$ cat config.mk
export PLATFORM = sky130hd
export DESIGN_NAME = uart_rx_ctrl
export DESIGN_NICKNAME = d
export VERILOG_FILES = /design/src/rtl/uart_pkg.sv /design/src/rtl/uart_sync2.sv /design/src/rtl/uart_rx_ctrl.sv
export SDC_FILE = /design/constraint.sdc
export NUM_CORES = 1
export LEC_CHECK = 0
export CORE_MARGIN = 4
export CORE_UTILIZATION = 50
export DETAILED_ROUTE_END_ITERATION = 10
export PLACE_DENSITY_LB_ADDON = 0.2
export SYNTH_ARGS = -nofsm -noshare
export SYNTH_HDL_FRONTEND = slang
export SYNTH_HIERARCHICAL = 1
export SYNTH_SLANG_ARGS = --single-unit
$ cat constraint.sdc
create_clock -name i_clk -period 3.7 [get_ports i_clk]
set_input_delay 0.37 -clock i_clk [delete_from_list [all_inputs] [get_ports i_clk]]
set_output_delay 0.37 -clock i_clk [all_outputs]
set_load 0.05 [all_outputs]
$ cat src/rtl/uart_pkg.sv
// uart_pkg
//   Types and constants shared by the UART receive and transmit controllers.
//   rx_state_t        : sequencer state encoding (IDLE/START/DATA/PARITY/STOP).
//   MIN_SCALER_DEFAULT: smallest legal prescaler divide value.
package uart_pkg;

  typedef enum logic [2:0] {
    ST_IDLE   = 3'd0,
    ST_START  = 3'd1,
    ST_DATA   = 3'd2,
    ST_PARITY = 3'd3,
    ST_STOP   = 3'd4
  } rx_state_t;

  localparam int unsigned MIN_SCALER_DEFAULT = 4;

endpackage

$ cat src/rtl/uart_sync2.sv
// uart_sync2
//   Two-flop synchroniser for a single asynchronous bit.
//   Parameter RstVal: value both stages take in reset (line idle level).
//   Ports:
//     i_clk   : clock
//     i_rst_n : synchronous active-low reset
//     i_d     : asynchronous input
//     o_q     : synchronised output (two cycles of latency)
module uart_sync2 #(
  parameter logic RstVal = 1'b1
) (
  input  logic i_clk,
  input  logic i_rst_n,
  input  logic i_d,
  output logic o_q
);

  logic meta;

  // NOTE: sequential state uses non-blocking assignments so that every flop
  // samples the pre-edge value of its neighbour; blocking here would collapse
  // the two stages into one.
  always_ff @(posedge i_clk) begin
    if (!i_rst_n) begin
      meta <= RstVal;
      o_q  <= RstVal;
    end else begin
      meta <= i_d;
      o_q  <= meta;
    end
  end

endmodule

$ cat src/rtl/uart_rx_ctrl.sv
// uart_rx_ctrl
//   Receive-side sequencer for the UART bit-rate prescaler. Detects a start
//   edge on the synchronised RX line, starts/clears the prescaler, samples
//   start, data (LSB first), optional parity and stop bits on the prescaler's
//   halfway pulse, and hands the assembled word to the host over valid/ready
//   with framing-error and sticky overrun reporting.
//
//   Optional feature macro: UART_RX_PARITY_EN (adds a parity bit after the
//   data bits plus the i_parity_odd / o_parity_err ports).
//
//   Ports:
//     i_clk, i_rst_n : clock, synchronous active-low reset
//     i_rx           : asynchronous serial line, idles high
//     i_scaler       : prescaler divide value; reception needs >= MinScaler
//     i_half         : prescaler halfway pulse (sample point)
//     i_strobe       : prescaler end-of-bit pulse (sanity checking only)
//     o_presc_en     : prescaler enable
//     o_presc_clr    : one-cycle prescaler clear on a start edge
//     o_data/o_valid/i_ready : received word handshake
//     o_frame_err    : stop bit sampled low, qualified by o_valid
//     i_parity_odd   : (macro) 1 = odd parity expected
//     o_parity_err   : (macro) parity mismatch, qualified by o_valid
//     o_overrun      : sticky, a completed frame was dropped; clears on transfer
module uart_rx_ctrl
  import uart_pkg::*;
#(
  parameter int unsigned DataBits  = 8,
  parameter int unsigned MinScaler = MIN_SCALER_DEFAULT
) (
  input  logic                i_clk,
  input  logic                i_rst_n,
  input  logic                i_rx,
  input  logic [15:0]         i_scaler,
  input  logic                i_half,
  input  logic                i_strobe,
  output logic                o_presc_en,
  output logic                o_presc_clr,
  output logic [DataBits-1:0] o_data,
  output logic                o_valid,
  input  logic                i_ready,
  output logic                o_frame_err,
`ifdef UART_RX_PARITY_EN
  input  logic                i_parity_odd,
  output logic                o_parity_err,
`endif
  output logic                o_overrun
);

  localparam int unsigned     CntW    = $clog2(DataBits);
  localparam logic [CntW-1:0] LastBit = CntW'(DataBits - 1);

  // ---------------------------------------------------------------------------
  // Line conditioning and start-edge detect
  // ---------------------------------------------------------------------------
  logic rx_s;
  logic rx_q;
  logic fall;
  logic scaler_ok;

  uart_sync2 #(.RstVal(1'b1)) u_sync (
    .i_clk   (i_clk),
    .i_rst_n (i_rst_n),
    .i_d     (i_rx),
    .o_q     (rx_s)
  );

  always_ff @(posedge i_clk) begin
    if (!i_rst_n) rx_q <= 1'b1;
    else          rx_q <= rx_s;
  end

  assign fall      = rx_q && !rx_s;
  assign scaler_ok = (i_scaler >= 16'(MinScaler));

  // ---------------------------------------------------------------------------
  // Sequencer
  // ---------------------------------------------------------------------------
  rx_state_t       state_q, state_d;
  logic [CntW-1:0] bit_cnt_q;
  logic            clr_d;
  logic            complete;

  always_ff @(posedge i_clk) begin
    if (!i_rst_n) state_q <= ST_IDLE;
    else          state_q <= state_d;
  end

  // NOTE: every signal driven here gets its default before the case, so no
  // path through the block leaves a value unassigned and no latch is inferred.
  always_comb begin
    state_d  = state_q;
    clr_d    = 1'b0;
    complete = 1'b0;
    case (state_q)
      ST_IDLE: begin
        if (fall && scaler_ok) begin
          clr_d   = 1'b1;
          state_d = ST_START;
        end
      end
      ST_START: begin
        // Line back high at mid-bit: it was a glitch, not a start bit.
        if (i_half) state_d = rx_s ? ST_IDLE : ST_DATA;
      end
      ST_DATA: begin
        if (i_half && (bit_cnt_q == LastBit)) begin
`ifdef UART_RX_PARITY_EN
          state_d = ST_PARITY;
`else
          state_d = ST_STOP;
`endif
        end
      end
      ST_PARITY: begin
        if (i_half) state_d = ST_STOP;
      end
      ST_STOP: begin
        if (i_half) begin
          complete = 1'b1;
          state_d  = ST_IDLE;
        end
      end
      default: state_d = ST_IDLE;
    endcase
  end

  // ---------------------------------------------------------------------------
  // Datapath and host handshake (all outputs registered)
  // ---------------------------------------------------------------------------
  logic [DataBits-1:0] shift_q;
  logic                xfer;
  logic                accept_new;

  assign xfer       = o_valid && i_ready;
  // A completing frame may replace the held word only if that word is gone
  // or leaves in this very cycle.
  assign accept_new = !o_valid || i_ready;

`ifdef UART_RX_PARITY_EN
  logic parity_bit_q;

  always_ff @(posedge i_clk) begin
    if (!i_rst_n) begin
      parity_bit_q <= 1'b0;
      o_parity_err <= 1'b0;
    end else begin
      if (state_q == ST_PARITY && i_half) parity_bit_q <= rx_s;
      if (complete && accept_new)
        o_parity_err <= ((^{shift_q, parity_bit_q}) != i_parity_odd);
    end
  end
`endif

  always_ff @(posedge i_clk) begin
    if (!i_rst_n) begin
      bit_cnt_q   <= '0;
      shift_q     <= '0;
      o_presc_clr <= 1'b0;
      o_presc_en  <= 1'b0;
      o_data      <= '0;
      o_valid     <= 1'b0;
      o_frame_err <= 1'b0;
      o_overrun   <= 1'b0;
    end else begin
      o_presc_clr <= clr_d;
      // Follows the state register, so enable rises the cycle after the clear.
      o_presc_en  <= (state_q != ST_IDLE);

      if (state_q == ST_START && i_half) bit_cnt_q <= '0;
      if (state_q == ST_DATA && i_half) begin
        shift_q   <= {rx_s, shift_q[DataBits-1:1]};
        bit_cnt_q <= bit_cnt_q + CntW'(1);
      end

      if (complete && accept_new) begin
        o_data      <= shift_q;
        o_frame_err <= !rx_s;
        o_valid     <= 1'b1;
      end else if (xfer) begin
        o_valid <= 1'b0;
      end

      if (xfer)                    o_overrun <= 1'b0;
      if (complete && !accept_new) o_overrun <= 1'b1;
    end
  end

  // The prescaler's halfway and end-of-bit pulses are never coincident.
  assert property (@(posedge i_clk) disable iff (!i_rst_n) !(i_half && i_strobe));

endmodule
==> flow_summary.yaml, run 1 <==
run_status:
  outcome: "finished, final reports clean"
pwr:
  p_leak_nw: 0.5605
  power_density_nw_per_um2: 385.7
  seqPwrFrac: 0.533
  switching_power_uw: 127.1
  switching_share: 0.2072
  pwr-share-comb: 0.059
  ir_drop_uv: 397.9
  power.internal_uw: 486.3
  clkPwrFrac: 0.409
routing:
  wl_met3_um: 81
  vias: 944
  wl_met1_um: 1003
  drc: 0
  postRouteWirelength_um: 2277
  drt-pass1-iter-count: 4
  wl_met2_um: 1148
  top_layer_used: "met4"
  initialDrtViolationCount: 15
  vias_per_cell: 5.130
  ant_nets: 0
  wl_per_cell_um: 12.38
cells_and_area:
  nNetsFinal: 179
  final_common_cell: "clkdlybuf4s50_1"
  layout-drive-gt1-share: 0.07692
  diodes: 0
  layout_common_cells: "clkdlybuf4s50_1, dfxtp_1, nand2_1"
  stdcell_count: 184
  area_growth_pct: 29.30
floorplanning:
  coreArea_um2: 2276
  fp.dieH_um: 57.60
  die_area_um2: 3317
  start_util: 0.5404
  pin_count: 35
  rows: 17
  die_x_um: 57.60
setup_path:
  cp-end-kind: "primary output"
  path_cells: "clkdlybuf4s50_1"
  path_delay_family: "buffers and inverters"
  cp-start-kind: "flop"
  path_class: "reg -> out"
  crit_buf_inv: 1
  cp_slowest_cell: "clkdlybuf4s50_1"
  reg2reg_depth: 3
  worst-path-max-fanout: 4
  crit_arrival_ns: 1.51
  cp.required_ns: 3.33
  crit_cells: 1
  slowest_delay_ns: 0.82
global_route:
  grt_pass1_wl_um: 4222
  grt_overflow: 0
  grt_max_degree: 23
  grt_pass1_vias: 952
  antenna_found_initial: 0
  track_usage: 0.1619
clock_network:
  postCtsHoldBufs: 0
  clock-sinks: 30
  insertion_delay_ns: 0.32
  cts_made_buffers: 5
  cts_htree_levels: 2
  clk_transition_reported_paths_ns: 0.09
  post_cts_resized: 0
  cts_tree: "done"
  ctsLongestPathBuffers: 2
  post-cts-setup-buffers: 0
  clock-root-buffer: "clkbuf_4"
synthesis:
  syn_nets: 148
  syn_inst: 124
  ys_ff_latch: 30
  synth.distinct_cells: 31
  avgSynthCellArea_um2: 9.919
  ys_seq_area_frac: 0.4883
  syn_area_um2: 1230
  yosys_warnings: 6
timing:
  fin_skew_ns: 0.005649
  rsz0062_at_grt: "false"
  finalCritPeriodShare: 0.5092
  hold_violations: 0
  setup_violations: 0
  fmax_mhz: 530.8
  setup_tns_ns: 0
  post-route-min-period_ns: 1.884
  maxSlewHeadroom: 0.5125
  worst_slew_pin_slew_ns: 0.7290
  slew_violations: 0
run:
  drv_cap: 0
place:
  port_buffers: 31
  gp_congestion: 0.7039
  dp_hpwl_um: 1679
  place_inst: 176
hold_path:
  holdPathStages: 1
  min_path_type: "reg -> reg"
-- power groups by stage --
stage	clock (mW)	combinational, mW	sequential (mW)
after global routing	0.275	0.0394	0.327
after global placement	0	0.0355	0.334
after floorplan	0	0.0130	0.335
after CTS	0.258	0.0363	0.327
final	0.251	0.0361	0.327
after detailed placement	0	0.0360	0.334
-- through the flow --
stage | power (mW) | util | instance area (um2) | worst slack, ns | hold slack [ns]
3_3_place_gp | 0.3698 | 0.6647 | 1513 | 1.718 | 0.3997
4_1_cts | 0.6212 | 0.6987 | 1590 | 1.798 | 0.4214
5_1_grt | 0.6416 | 0.6987 | 1590 | 1.756 | 0.4475
2_1_floorplan | 0.3484 | - | 1230 | 2.330 | 0.3863
3_5_place_dp | 0.3703 | 0.6647 | 1513 | 1.704 | 0.3981
6_report | 0.6134 | 0.6987 | 1590 | 1.816 | 0.4169
-- sequential cells by signal (all words and copies together) (netlist names) --
signal	count
u_sync/o_q	1
o_data	8
o_frame_err	1
o_valid	1
u_sync/meta	1
state_q	3
rx_q	1
o_presc_en	1
o_overrun	1
bit_cnt_q	3
shift_q	8
o_presc_clr	1
-- layer usage --
layer,vias to the layer above,GRT usage
li1,488,-
met1,438,0.1895
met2,12,0.2710
met3,6,0.04977
met4,0,0.06954
met5,-,0
-- path summary, 6_finish.rpt --
kind	start	end	slack, ns
worst max-delay path	o_valid	o_valid	1.82
worst min-delay path	u_sync/meta	u_sync/o_q	0.42
worst max register to register	state_q[1]	shift_q[3]	2.18
worst min register to register	u_sync/meta	u_sync/o_q	0.42
-- cell type report --
| type | count | area (um2) |
|---|---|---|
| Fill cell | 171 | 685.7 |
| Sequential cell | 30 | 600.6 |
| Multi-Input combinational cell | 86 | 563.0 |
| Timing Repair Buffer | 31 | 310.3 |
| Clock inverter | 3 | 40.04 |
| Clock buffer | 5 | 37.54 |
| Tap cell | 28 | 35.03 |
| Inverter | 1 | 3.754 |
-- synthesized netlist by cell type --
cell type / instances / share of area
a211oi_1: 1 / 0.0061
a211oi_2: 1 / 0.010
a21oi_1: 4 / 0.016
a32oi_1: 1 / 0.0071
a41o_1: 1 / 0.0081
and3b_1: 1 / 0.0071
and4_1: 1 / 0.0071
and4bb_1: 2 / 0.020
buf_12: 1 / 0.016
buf_2: 1 / 0.0041
buf_4: 1 / 0.0061
buf_6: 2 / 0.018
clkbuf_1: 2 / 0.0061
dfxtp_1: 30 / 0.49
ha_1: 2 / 0.020
inv_2: 1 / 0.0030
mux2i_1: 17 / 0.14
nand2_1: 19 / 0.058
nand2b_1: 4 / 0.020
nand3b_1: 1 / 0.0061
nand4_1: 1 / 0.0051
nor2_1: 15 / 0.046
nor2_2: 1 / 0.0051
nor2b_1: 3 / 0.015
nor2b_4: 1 / 0.011
nor3_1: 2 / 0.0081
nor4_1: 3 / 0.015
o21ai_0: 2 / 0.0081
o21ai_1: 1 / 0.0041
or3b_1: 1 / 0.0071
xnor2_1: 1 / 0.0071
-- logic make-up (layout without fill, tap and decap cells) --
kind of cell,after synthesis,in the layout,share of synthesized area
buffers and inverters,8,40,0.05391
multiplexers,17,17,0.1383
AND/OR/NAND/NOR,55,55,0.2319
AO/OA/AOI/OAI,11,11,0.06002
flip-flops,30,30,0.4883
XOR/XNOR,1,1,0.007122
adder cells (fa/ha/maj),2,2,0.02034
No activity file was read; power rests on OpenSTA's default activity.
==> run 2, diff against run 1 <==
--- a/config.mk
+++ b/config.mk
@@ -6,7 +6,7 @@
 export NUM_CORES = 1
 export LEC_CHECK = 0
 export CORE_MARGIN = 4
-export CORE_UTILIZATION = 50
+export CORE_UTILIZATION = 46
 export DETAILED_ROUTE_END_ITERATION = 10
 export PLACE_DENSITY_LB_ADDON = 0.2
 export SYNTH_ARGS = -nofsm -noshare
==> constraint.sdc (replaced) <==
create_clock -name i_clk -period 1.84 [get_ports i_clk]
set_input_delay 0.184 -clock i_clk [delete_from_list [all_inputs] [get_ports i_clk]]
set_output_delay 0.184 -clock i_clk [all_outputs]
set_load 0.05 [all_outputs]
==> run 2 against run 1 <==
Via count shrank 0.85%. Critical path depth stayed put. Clock power up 39%. Clock skew shrank 0.00061 ns. Cell area decreased by 0.94%. Non-clock buffer count is 2 higher. First-iteration DRC count rose to 3.3 times the previous value. Flip-flop and latch count stayed put. Wire length up 1.8%. Combinational power grew 110%. Register-to-register slack got worse by 1.8 ns. Die area increased by 7.5%. Critical path type unchanged. Largest cell class unchanged.
==> flow_summary.yaml, run 2 (synthesized netlist as in run 1, its figures left out) <==
timing:
  setup_tns_ns: 0
  slew_violations: 0
  hold_violations: 0
  rsz0062_at_grt: "false"
  fmax_mhz: 595.4
  fin_skew_ns: 0.005043
  finalCritPeriodShare: 0.9128
  setup_violations: 0
  fin_ws_ns: 0.1604
  worst_slew_pin_slew_ns: 0.4993
  maxSlewHeadroom: 0.6661
  post-route-min-period_ns: 1.680
clock_network:
  clk_transition_reported_paths_ns: 0.09
  ctsLongestPathBuffers: 2
  clock-root-buffer: "clkbuf_4"
  insertion_delay_ns: 0.32
  post_cts_resized: 0
  cts_tree: "done"
  postCtsHoldBufs: 0
  post-cts-setup-buffers: 0
  clock-sinks: 30
  cts_made_buffers: 5
  cts_htree_levels: 2
cells_and_area:
  layout_common_cells: "clkdlybuf4s50_1, dfxtp_1, nand2_1"
  fillers: 226
  final_common_cell: "clkdlybuf4s50_1"
  reg_top3: "o_data x8, shift_q x8"
  regArea_um2: 600.6
  diodes: 0
  nNetsFinal: 181
  layout-drive-gt1-share: 0.07006
  multi_input_area_um2: 563.0
  area_growth_pct: 28.08
pwr:
  ir_drop_uv: 552.4
  power_density_nw_per_um2: 686.7
  power_mw: 1.082
  p_leak_nw: 0.5512
place:
  gp_congestion: 0.6893
  dp_slack_ns: 0.06770
  port_buffers: 31
  dp_hpwl_um: 1668
setup_path:
  cp_slowest_cell: "clkdlybuf4s50_1"
  path_delay_family: "buffers and inverters"
  crit_buf_inv: 1
  cp-start-kind: "flop"
  path_class: "reg -> out"
  slowest_delay_ns: 0.81
  cp-end-kind: "primary output"
  crit_arrival_ns: 1.50
  cp.required_ns: 1.66
  worst-path-max-fanout: 4
  reg2reg_depth: 3
  path_cells: "clkdlybuf4s50_1"
  crit_cells: 1
floorplanning:
  rows: 18
  die_x_um: 59.71
  pin_count: 35
  die_area_um2: 3565
  coreArea_um2: 2522
  fp.dieH_um: 59.71
  start_util: 0.4876
routing:
  ant_nets: 0
  vias: 936
  drt-pass1-iter-count: 4
  initialDrtViolationCount: 50
  postRouteWirelength_um: 2317
  drc: 0
  vias_per_cell: 5.005
  wl_per_cell_um: 12.39
global_route:
  grt_max_degree: 21
  grt_pass1_vias: 914
  grt_overflow: 0
  track_usage: 0.1511
  antenna_found_initial: 0
  grt_pass1_wl_um: 4036
run_status:
  outcome: "finished, final reports clean"
run:
  drv_cap: 0
hold_path:
  min_path_type: "reg -> reg"
  holdPathStages: 1
## run 2: stage by stage
step / instance area [um2] / cells / hold slack [ns] / utilization
finish: 1575 / 187 / 0.4223 / 0.6245
global route: 1575 / 187 / 0.4241 / 0.6245
floorplan: 1230 / 124 / 0.2570 / -
detailed placement: 1530 / 180 / 0.4068 / 0.6066
CTS: 1575 / 187 / 0.4176 / 0.6245
global placement: 1530 / 180 / 0.3943 / 0.6066
## run 2: worst paths after layout
path	startpoint	slack, ns	endpoint
worst min-delay path	u_sync/meta	0.42	u_sync/o_q
worst min register to register	u_sync/meta	0.42	u_sync/o_q
worst max-delay path	o_valid	0.16	o_valid
worst max register to register	state_q[0]	0.41	o_data[4]
## run 2: area by class of cell
class / count / area share
multi-input cells: 86 / 0.3574
flip-flops and latches: 30 / 0.3813
inverters: 1 / 0.002383
clock buffers: 7 / 0.02859
repair buffers: 33 / 0.2065
well taps: 30 / 0.02383
## run 2: report_power, final
group | internal, mW | total, mW | switching (mW)
clock network | 0.144 | 0.350 | 0.206
logic | 0.0444 | 0.0745 | 0.0301
registers | 0.653 | 0.657 | 0.00372
total | 0.842 | 1.08 | 0.240
## run 2: routing by layer
layer	vias to the layer above	wire (um)	GRT usage
met3	3	88	0.04752
met1	434	1092	0.1874
met4	0	23	0.06646
met5	-	0	0
li1	487	-	-
met2	12	1113	0.2392
==> run 3, diff against run 2 <==
--- a/config.mk
+++ b/config.mk
@@ -6,7 +6,7 @@
 export NUM_CORES = 1
 export LEC_CHECK = 0
 export CORE_MARGIN = 4
-export CORE_UTILIZATION = 46
+export CORE_UTILIZATION = 45
 export DETAILED_ROUTE_END_ITERATION = 10
 export PLACE_DENSITY_LB_ADDON = 0.2
 export SYNTH_ARGS = -nofsm -noshare
==> run 3 against run 2 <==
Clock skew down 0.0012 ns. Sequential power about the same. Register-to-register slack better by 0.03 ns. Flip-flop and latch count unchanged. Maximum frequency down 2.1%.
==> flow_summary.yaml, run 3 (synthesized netlist as in run 1, its figures left out) <==
setup_path:
  reg2reg_slack_ns: 0.44
  startpoint: "o_valid"
  worst-path-max-fanout: 4
  r2r_start: "state_q[0]"
  cp-end-kind: "primary output"
  crit_arrival_ns: 1.53
  crit_end: "o_valid"
  reg2reg_depth: 3
  crit_cells: 1
  crit_buf_inv: 1
  r2r_end: "o_data[2]"
  cp.required_ns: 1.66
  path_class: "reg -> out"
  path_cells: "clkdlybuf4s50_1"
  cp_slowest_cell: "clkdlybuf4s50_1"
  cp-start-kind: "flop"
  slowest_delay_ns: 0.83
  path_delay_family: "buffers and inverters"
floorplanning:
  rows: 18
  pin_count: 35
  die_area_um2: 3634
  die_x_um: 60.28
  start_util: 0.4833
  fp.dieH_um: 60.28
  coreArea_um2: 2545
timing:
  hold_violations: 0
  fin_ws_ns: 0.1239
  fin_skew_ns: 0.003807
  hold_ws_ns: 0.4130
  fmax_mhz: 582.7
  maxSlewHeadroom: 0.6609
  slew_violations: 0
  setup_violations: 0
  setup_tns_ns: 0
  rsz0062_at_grt: "false"
  finalCritPeriodShare: 0.9327
  post-route-min-period_ns: 1.716
  worst_slew_pin_slew_ns: 0.5071
place:
  gp_congestion: 0.7037
  port_buffers: 31
  place_inst: 181
  dp_hpwl_um: 1744
  dp_slack_ns: 0.1085
  placed_area_um2: 1550
clock_network:
  post-cts-setup-buffers: 0
  postCtsHoldBufs: 0
  clock-sinks: 30
  ctsLongestPathBuffers: 2
  cts_made_buffers: 5
  clock-root-buffer: "clkbuf_4"
  cts_htree_levels: 2
  clk_transition_reported_paths_ns: 0.09
  post_cts_resized: 0
  insertion_delay_ns: 0.32
  cts_tree: "done"
global_route:
  grt_pass1_wl_um: 4126
  grt_overflow: 0
  antenna_found_initial: 0
  grt_max_degree: 17
  grt_pass1_vias: 950
  track_usage: 0.1549
routing:
  wl_per_cell_um: 12.42
  drt-pass1-iter-count: 4
  drc: 0
  postRouteWirelength_um: 2335
  initialDrtViolationCount: 45
  vias: 973
  ant_nets: 0
  vias_per_cell: 5.176
cells_and_area:
  nNetsFinal: 182
  postLayoutCellArea_um2: 1632
  fillers: 221
  stdcell_count: 188
  layout-drive-gt1-share: 0.08861
  final_common_cell: "clkdlybuf4s50_1"
  area_growth_pct: 32.65
  reg_top3: "o_data x8, shift_q x8"
  finish.utilization: 0.6411
  diodes: 0
  layout_common_cells: "clkdlybuf4s50_1, dfxtp_1, nand2_1"
hold_path:
  worstHoldStart: "u_sync/meta"
  min_path_type: "reg -> reg"
  holdPathStages: 1
pwr:
  p_leak_nw: 0.5776
  ir_drop_uv: 774.3
  power_mw: 1.269
  power_density_nw_per_um2: 777.7
run_status:
  outcome: "finished, final reports clean"
run:
  drv_cap: 0
run 3: cell count changes in the layout (fill, tap and decap cells not counted):
cell and delta:
buf_12 +1, bufinv_16 +1, clkbuf_1 -2, clkbuf_8 +1
run 3: layer usage:
| metal | track usage | vias up | wire length (um) | part of all wire |
|---|---|---|---|---|
| met3 | 0.07127 | 4 | 121 | 0.052 |
| met5 | 0 | - | 0 | 0 |
| met2 | 0.2500 | 18 | 1194 | 0.51 |
| met1 | 0.1782 | 453 | 999 | 0.43 |
| li1 | - | 498 | - | - |
| met4 | 0.05696 | 0 | 19 | 0.0081 |
run 3: how the worst min path moves through the flow:
stage                        to  slack [ns]
finish               u_sync/o_q        0.41
global route         u_sync/o_q        0.43
CTS                 u_sync/meta        0.41
detailed placement   u_sync/o_q        0.39
global placement     u_sync/o_q        0.40
floorplan           u_sync/meta        0.26
run 3: layout make-up:
class                      instances  area, um2  share of cell area
multi-input combinational         86      563.0              0.3451
sequential                        30      600.6              0.3681
tap                               30      37.54             0.02301
inverter                           1      3.754            0.002301
clock inverter                     1      30.03             0.01840
clock buffer                       6      51.30             0.03144
timing repair buffer              34      345.3              0.2117
run 3: power breakdown:
part	internal [mW]	total, mW	switching (mW)
logic	0.0460	0.0764	0.0304
registers	0.654	0.657	0.00359
clock network	0.316	0.535	0.219
total	1.02	1.27	0.253
